### src/rtl/csr_irq_pkg.sv
// Shared definitions for the machine-mode CSR and interrupt controller:
// CSR addresses, operation and state encodings, and fixed bit positions.
package csr_irq_pkg;

  localparam logic [11:0] CSR_MSTATUS  = 12'h300;
  localparam logic [11:0] CSR_MIE      = 12'h304;
  localparam logic [11:0] CSR_MTVEC    = 12'h305;
  localparam logic [11:0] CSR_MSCRATCH = 12'h340;
  localparam logic [11:0] CSR_MEPC     = 12'h341;
  localparam logic [11:0] CSR_MCAUSE   = 12'h342;
  localparam logic [11:0] CSR_MIP      = 12'h344;

  typedef enum logic [1:0] {
    CSR_NONE = 2'b00,
    CSR_RW   = 2'b01,
    CSR_RS   = 2'b10,
    CSR_RC   = 2'b11
  } csr_op_e;

  typedef enum logic [1:0] {
    ST_RUN  = 2'b00,
    ST_TRAP = 2'b01,
    ST_RET  = 2'b10
  } state_e;

  localparam int MIE_BIT   = 3;
  localparam int MPIE_BIT  = 7;
  localparam int MEIP_BIT  = 11;
  localparam int PLAT_BASE = 16;

  // Value a CSR instruction would leave behind, given the old contents.
  function automatic logic [31:0] csr_update(csr_op_e op, logic [31:0] old_val,
                                             logic [31:0] wdata);
    case (op)
      CSR_RW:  return wdata;
      CSR_RS:  return old_val | wdata;
      CSR_RC:  return old_val & ~wdata;
      default: return old_val;
    endcase
  endfunction

endpackage

### src/rtl/irq_sync_edge.sv
// One interrupt input: multi-flop synchroniser, rising-edge detector and a
// sticky pending flag. Level sources pass the synchronised line straight
// through; edge sources report the sticky flag, where a new edge beats a clear.
module irq_sync_edge #(
  parameter int SYNC_STAGES = 2,
  parameter bit EDGE        = 1'b0
) (
  input  logic clk,
  input  logic reset,
  input  logic irq_in,
  input  logic clr,
  output logic pending
);

  logic [SYNC_STAGES-1:0] sync_q;
  logic                   prev_q;
  logic                   sticky_q;
  logic                   sync_out;
  logic                   rise;

  assign sync_out = sync_q[SYNC_STAGES-1];
  assign rise     = sync_out & ~prev_q;
  assign pending  = EDGE ? sticky_q : sync_out;

  // Shift the raw line through the synchroniser chain.
  always_ff @(posedge clk or posedge reset) begin
    if (reset) sync_q <= '0;
    else       sync_q <= {sync_q[SYNC_STAGES-2:0], irq_in};
  end

  // Remember the last synchronised level and hold edges until cleared.
  always_ff @(posedge clk or posedge reset) begin
    if (reset) begin
      prev_q   <= 1'b0;
      sticky_q <= 1'b0;
    end else begin
      prev_q   <= sync_out;
      sticky_q <= rise | (sticky_q & ~clr);
    end
  end

endmodule

### src/rtl/csr_irq_ctrl.sv
// Machine-mode CSR file and interrupt controller. Serves CSRRW/RS/RC, takes
// fixed-priority interrupts (MEIP first, then irq[0], irq[1], ...), stacks
// MIE/MPIE and drives a registered fetch redirect that survives stalls.
module csr_irq_ctrl
  import csr_irq_pkg::*;
#(
  parameter int                 NUM_IRQ     = 4,
  parameter logic [NUM_IRQ-1:0] IRQ_EDGE    = '0,
  parameter int                 SYNC_STAGES = 2
) (
  input  logic               clk,
  input  logic               reset,
  input  logic [31:0]        pc,
  input  logic               stall,
  input  logic [1:0]         csr_op,
  input  logic [11:0]        csr_addr,
  input  logic [31:0]        csr_wdata,
  output logic [31:0]        csr_rdata,
  output logic               illegal_csr,
  input  logic               mret,
  input  logic               meip,
  input  logic [NUM_IRQ-1:0] irq,
  output logic               redirect_valid,
  output logic [31:0]        redirect_pc,
  output logic               trap_taken
);

  localparam logic [31:0] MIE_MASK =
    (32'd1 << MEIP_BIT) | (32'((64'd1 << NUM_IRQ) - 64'd1) << PLAT_BASE);

  state_e             state;
  csr_op_e            op;
  logic               st_mie, st_mpie;
  logic [31:0]        mie_q, mtvec_q, mscratch_q, mepc_q, mcause_q;
  logic               meip_pend;
  logic [NUM_IRQ-1:0] irq_pend, irq_clr;
  logic [31:0]        mip_view, mstatus_view, old_val, new_val, trap_target;
  logic               csr_hit, csr_we, take, mret_ok;
  logic [4:0]         code;

  assign op           = csr_op_e'(csr_op);
  assign mstatus_view = {19'b0, 2'b11, 3'b0, st_mpie, 3'b0, st_mie, 3'b0};

  irq_sync_edge #(.SYNC_STAGES(SYNC_STAGES), .EDGE(1'b0)) u_meip (
    .clk(clk), .reset(reset), .irq_in(meip), .clr(1'b0), .pending(meip_pend)
  );

  for (genvar g = 0; g < NUM_IRQ; g++) begin : g_src
    irq_sync_edge #(.SYNC_STAGES(SYNC_STAGES), .EDGE(IRQ_EDGE[g])) u_src (
      .clk(clk), .reset(reset), .irq_in(irq[g]), .clr(irq_clr[g]), .pending(irq_pend[g])
    );
  end

  // Assemble the pending view that mip reads and the take logic uses.
  always_comb begin
    mip_view                       = '0;
    mip_view[MEIP_BIT]             = meip_pend;
    mip_view[PLAT_BASE +: NUM_IRQ] = irq_pend;
  end

  // Decode the address into the current CSR value; unknown addresses read 0.
  always_comb begin
    csr_hit = 1'b1;
    old_val = '0;
    case (csr_addr)
      CSR_MSTATUS:  old_val = mstatus_view;
      CSR_MIE:      old_val = mie_q;
      CSR_MTVEC:    old_val = mtvec_q;
      CSR_MSCRATCH: old_val = mscratch_q;
      CSR_MEPC:     old_val = mepc_q;
      CSR_MCAUSE:   old_val = mcause_q;
      CSR_MIP:      old_val = mip_view;
      default:      csr_hit = 1'b0;
    endcase
  end

  assign csr_rdata   = old_val;
  assign illegal_csr = (op != CSR_NONE) && !csr_hit;
  assign new_val     = csr_update(op, old_val, csr_wdata);

  assign take    = (state == ST_RUN) && st_mie && |(mip_view & mie_q) && !stall && !mret;
  assign mret_ok = (state == ST_RUN) && mret && !stall;
  assign csr_we  = (state == ST_RUN) && (op != CSR_NONE) && csr_hit && !stall && !take;

  // Software clears of edge-pending bits come from a write leaving a 0 there.
  always_comb begin
    for (int i = 0; i < NUM_IRQ; i++)
      irq_clr[i] = csr_we && (csr_addr == CSR_MIP) && !new_val[PLAT_BASE+i];
  end

  // Pick the highest-priority enabled pending cause: MEIP, then lowest irq.
  always_comb begin
    code = '0;
    for (int i = NUM_IRQ - 1; i >= 0; i--)
      if (irq_pend[i] && mie_q[PLAT_BASE+i]) code = 5'(PLAT_BASE + i);
    if (meip_pend && mie_q[MEIP_BIT]) code = 5'(MEIP_BIT);
  end

  assign trap_target = {mtvec_q[31:2], 2'b00} +
                       ((mtvec_q[1:0] == 2'b01) ? {25'b0, code, 2'b00} : 32'b0);

  // CSR storage: trap entry overrides software writes; mret restacks MIE.
  always_ff @(posedge clk or posedge reset) begin
    if (reset) begin
      st_mie     <= 1'b0;
      st_mpie    <= 1'b0;
      mie_q      <= '0;
      mtvec_q    <= '0;
      mscratch_q <= '0;
      mepc_q     <= '0;
      mcause_q   <= '0;
    end else if (take) begin
      mepc_q   <= pc & 32'hFFFF_FFFC;
      mcause_q <= {1'b1, 26'b0, code};
      st_mpie  <= st_mie;
      st_mie   <= 1'b0;
    end else begin
      if (csr_we) begin
        case (csr_addr)
          CSR_MSTATUS: begin
            st_mie  <= new_val[MIE_BIT];
            st_mpie <= new_val[MPIE_BIT];
          end
          CSR_MIE:      mie_q      <= new_val & MIE_MASK;
          CSR_MTVEC:    mtvec_q    <= new_val;
          CSR_MSCRATCH: mscratch_q <= new_val;
          CSR_MEPC:     mepc_q     <= new_val & 32'hFFFF_FFFC;
          CSR_MCAUSE:   mcause_q   <= new_val;
          default:      ;
        endcase
      end
      if (mret_ok) begin
        st_mie  <= st_mpie;
        st_mpie <= 1'b1;
      end
    end
  end

  // Redirect FSM: launch on trap or mret, hold the target until unstalled.
  always_ff @(posedge clk or posedge reset) begin
    if (reset) begin
      state          <= ST_RUN;
      redirect_valid <= 1'b0;
      redirect_pc    <= '0;
      trap_taken     <= 1'b0;
    end else begin
      case (state)
        ST_RUN: begin
          if (take) begin
            state          <= ST_TRAP;
            redirect_valid <= 1'b1;
            redirect_pc    <= trap_target;
            trap_taken     <= 1'b1;
          end else if (mret_ok) begin
            state          <= ST_RET;
            redirect_valid <= 1'b1;
            redirect_pc    <= mepc_q;
            trap_taken     <= 1'b0;
          end else begin
            redirect_valid <= 1'b0;
            trap_taken     <= 1'b0;
          end
        end
        default: begin
          trap_taken <= 1'b0;
          if (!stall) begin
            state          <= ST_RUN;
            redirect_valid <= 1'b0;
          end
        end
      endcase
    end
  end

endmodule

### config.mk
export PLATFORM = sky130hd
export DESIGN_NAME = csr_irq_ctrl
export DESIGN_NICKNAME = d
export VERILOG_FILES = /design/src/rtl/csr_irq_pkg.sv /design/src/rtl/irq_sync_edge.sv /design/src/rtl/csr_irq_ctrl.sv
export SDC_FILE = /design/constraint.sdc
export NUM_CORES = 1
export LEC_CHECK = 0
export CAP_MARGIN = 20
export CORE_MARGIN = 4
export CORE_UTILIZATION = 50
export DETAILED_ROUTE_END_ITERATION = 10
export PLACE_DENSITY = 0.75
export SYNTH_ARGS = -nofsm -noshare
export SYNTH_HDL_FRONTEND = slang
export SYNTH_HIERARCHICAL = 1
export SYNTH_SLANG_ARGS = --single-unit
### constraint.sdc
create_clock -name clk -period 14.7 [get_ports clk]
set_clock_uncertainty 0.2 [all_clocks]
set_input_delay 3.675 -clock clk [delete_from_list [all_inputs] [get_ports clk]]
set_output_delay 3.675 -clock clk [all_outputs]
set_load 0.1 [all_outputs]
# --- After elaboration in Yosys (flattened, before gate mapping) ---
# Index checks and enable logic that the tools add are counted.
totals:
  output_inout_bits: 67
  input_bits: 87
  wordCells: 108
  reg_bits: 181
op_classes:
  eq_ne: 13
  n_reduce_logical: 38
  bitwise: 5
  n_addsub: 1
  muxes: 35
op_table:
  columns: ["cell", "n"]
  rows:
  - ["2-to-1 mux 32 bit", 8]
  - ["case mux 32 bit (7 select lines)", 1]
  - ["case mux 32 bit (3 select lines)", 1]
  - ["equality test 12 x 10 -> 1 bit (second input constant)", 7]
  - ["adder 32 x 7 -> 32 bit", 1]
  - ["AND 32 bit", 1]
  - ["inverter 32 bit", 1]
  - ["bitwise OR 32 bit", 1]
  - ["OR reduction 32 bit", 1]
  - ["2-to-1 mux 5 bit", 5]
  - ["AND 20 bit", 1]
  - ["logical AND 1 bit", 16]
  - ["2-to-1 mux 1 bit", 15]
  - ["AND reduction 2 bit", 5]
  - ["nonzero test 2 bit", 5]
  - ["AND reduction 3 bit", 3]
  - ["2-to-1 mux 2 bit", 4]
  - ["2-to-1 mux 7 bit", 1]
  - ["OR reduction 7 bit", 1]
  - ["nonzero test 3 bit", 2]
  - ["equality test 2 x 1 -> 1 bit (second input constant)", 2]
  - ["equality test 2 bit (second input constant)", 2]
  - ["zero test 1 bit", 4]
  - ["!= test 3 bit (second input constant)", 1]
  - ["3 further kinds", 3]

# --- Depth between registers and ports, before layout ---
logic_depth:
  depth_word: 10
  depth_mapped: 13

# --- Cells and area by module ---
# The synthesis kept the hierarchy.
modules_own_cells:
  columns: ["module", "instances", "area_per_inst_um2", "cells_per_inst"]
  rows:
  - ["csr_irq_ctrl", 1, 9430.3, 1035]
  - ["irq_sync_edge", 5, 53.8, 3]

# --- Worst setup path before layout ---
# No wires, ideal clock.
synth_path:
  path_type: "input to output"
  from: "in csr_addr[11]"
  to: "out csr_rdata[1]"
  path_stages: 3
  path_slack_ps: 3244
  arrival_ps: 7581
  cell_sequence: "nor4bb_1 > nand2_1 > o41ai_1"
synth_via:
  elab_chain_cells: 2
synth_lines:
  columns: ["element", "line_no", "text"]
  rows:
  - ["from (decl)", "csr_irq_ctrl.sv:16", "input logic [11:0] csr_addr,"]
  - ["equality test 12 x 10 -> 1 bit", "csr_irq_ctrl.sv:65", "case (csr_addr)"]
  - ["case mux 32 bit (7 select lines) *", "csr_irq_ctrl.sv:65", null]
  - ["to (decl)", "csr_irq_ctrl.sv:18", "output logic [31:0] csr_rdata,"]
# Mark *: on every way between the ends. The rest lies on a longest branch, timed or not.

# --- Worst setup path after layout ---
layout_path:
  from: "in csr_addr[0]"
  to: "out csr_rdata[12]"
# Same word-level chain as after synthesis.

==> impl_metrics.py <==
metrics = {
    "status": {
        "status": "complete, no violations",
    },
    "timing": {
        "whs_ps": 148,
        "rsz0062_at_grt": "no",
        "worst_pin_slew_ps": 1070,
        "fin_crit_ps": 11890,
        "fin_crit_sh_pct": 80.9,
        "finalHoldViolations": 0,
        "finalMaxSlewViolations": 0,
        "fmax_mhz": 84.1,
        "relSlewSlack_pct": 28.3,
        "tns_ps": 0,
        "setup_viol": 0,
    },
    "cts": {
        "cts_resized": 0,
        "cts.sinks": 177,
        "clk_latency_ps": 430,
        "htree_levels": 4,
        "cts_buffers": 17,
        "postCtsSetupBuffers": 0,
        "clkTransAtPathRegs_ps": 70,
        "holdBufCountCts": 0,
        "cts_tree": "built",
        "cts_buffer_depth": 2,
        "root_buffer": "clkbuf_16",
    },
    "critical_path": {
        "cp_cell_sequence": "clkdlybuf4s50_1 > buf_4 > or3_1 > nor4_4 > a22oi_1 > nand2_1 > clkdlybuf4s50_1",
        "rrSetupSlack_ps": 11070,
        "crit_arrival_ps": 8020,
        "ff2ff_path_depth": 8,
        "rr_endpoint": "mcause_q[28]",
        "critPathMaxFanout": 18,
        "slowest_delay_ps": 1170,
        "cp.required_ps": 10820,
        "worstSetupStartpointType": "input pin",
        "cp_num_buf_inv": 3,
        "crit_family": "buffers and inverters",
        "reg2reg_from": "mie_q[17]",
        "criticalPathCategory": "in -> out",
        "cp_slowest_cell": "clkdlybuf4s50_1",
        "setup.worst_path.end_class": "output pin",
        "crit_top_cell": "clkdlybuf4s50_1",
    },
    "yosys": {
        "yosys_warnings": 6,
        "avgSynthCellArea_um2": 9.26,
        "synthCells": 1045,
        "syn-cell-area_um2": 9680,
    },
    "floorplanning": {
        "ios": 154,
        "die_area_um2": 21600,
        "rows": 50,
        "initial_core_util_pct": 51.2,
        "core_area_um2": 18900,
        "die_width_um": 147,
        "die_h_um": 147,
    },
    "cells_and_area": {
        "drive_gt1_share_pct": 9.08,
        "syn_to_final_growth_pct": 23.8,
        "fin_nets": 1247,
        "fillers": 1590,
        "antenna_cells": 0,
    },
    "grt": {
        "antenna_found_initial": 0,
        "grt_use_total_pct": 27.5,
        "grt_pass1_wl_um": 47200,
        "grt_start_max_net_pins": 96,
        "grt_pass1_vias": 8397,
        "grt_overflow": 0,
    },
    "hold_path": {
        "holdPathStages": 0,
        "hold_path.class": "reg -> reg",
        "hp-start": "g_src[2].u_src/sync_q[0]",
        "min_to": "g_src[2].u_src/sync_q[1]",
    },
    "placed_design": {
        "place.port_buffers": 149,
        "dpl.hpwl_um": 20000,
        "gp_congestion": 0.956,
    },
    "job": {
        "maxCapViolations": 0,
    },
    "route": {
        "firstDrtPassIters": 5,
        "antenna_left": 0,
        "vias_per_cell": 6.06,
        "wl_per_cell_um": 21.1,
        "drc": 0,
        "wl_um": 30200,
        "vias": 8657,
        "drt-initial-drc-count": 959,
    },
    "pwr": {
        "irDropWorstVdd_mv": 0.0744,
        "power.total_mw": 1.09,
        "p_leak_nw": 4.97,
        "power_density_nw_per_um2": 91.3,
    },
}
[layer usage]
layer  share of wire, %  wire length (um)  GRT usage [%]
met1                 42             12700           39.5
met5                  0                 0              0
met2                 47             14000           42.9
met3                9.0              2700           5.34
met4                2.3               702           7.78
[registers in the layout (all words and copies together), names as in the netlist]
| name | count |
|---|---|
| st_mie | 1 |
| mtvec_q | 32 |
| mscratch_q | 32 |
| mepc_q | 30 |
| mie_q | 5 |
| redirect_valid | 1 |
| u_meip/sync_q | 2 |
| trap_taken | 1 |
| st_mpie | 1 |
| state | 2 |
| g_src.u_src/sync_q | 8 |
| mcause_q | 32 |
| redirect_pc | 30 |
[layout by cell type, fill, tap and decap left out, types with 16 or more instances in the layout]
| cell type | n |
|---|---|
| dfrtp_1 | 177 |
| a21oi_1 | 46 |
| mux2_2 | 20 |
| o21ai_1 | 17 |
| clkdlybuf4s50_1 | 148 |
| a22oi_1 | 64 |
| xnor2_1 | 36 |
| buf_4 | 16 |
| a211oi_1 | 30 |
| nor2_1 | 35 |
| mux2i_1 | 19 |
| clkbuf_16 | 17 |
| o21ai_0 | 130 |
| nand2_1 | 163 |
| and2_1 | 22 |
| nor2b_1 | 25 |
[area by class of cell]
cell class	instances	area (um^2)	area share, %
inverters	14	57.6	0.480
repair buffers	167	1620	13.5
flip-flops and latches	177	4430	37.0
clock buffers	19	453	3.78
clock inverters	13	205	1.71
well taps	260	325	2.71
multi-input cells	778	4890	40.8
[per-stage QoR]
stage	instance area, um^2	std cells	utilization, %	worst slack [ps]
after floorplan	9680	1046	-	3240
after global placement	11300	1393	59.8	2940
after detailed placement	11300	1393	59.8	2920
after CTS	12000	1425	63.3	2920
after global routing	12000	1428	63.4	2800
final	12000	1428	63.4	2810
[where the power goes]
group / leakage (nW) / total, mW / internal (mW) / switching (mW)
Combinational: 2.22 / 0.0941 / 0.0384 / 0.0557
Clock: 0.316 / 0.509 / 0.311 / 0.198
Sequential: 2.44 / 0.491 / 0.489 / 0.00182
[worst max-delay path by stage]
| stage | slack [ps] | start | end | cells after the start |
|---|---|---|---|---|
| final | 2810 | csr_addr[0] | csr_rdata[12] | 7 |
| after global routing | 2800 | csr_addr[0] | csr_rdata[12] | 7 |
| after CTS | 2920 | csr_addr[0] | csr_rdata[12] | 7 |
| after detailed placement | 2920 | csr_addr[0] | csr_rdata[12] | 7 |
| after global placement | 2940 | csr_addr[0] | csr_rdata[12] | 7 |
| after floorplan | 3240 | csr_addr[11] | csr_rdata[1] | 3 |
Note: power is estimated with default switching activity, not from simulation.
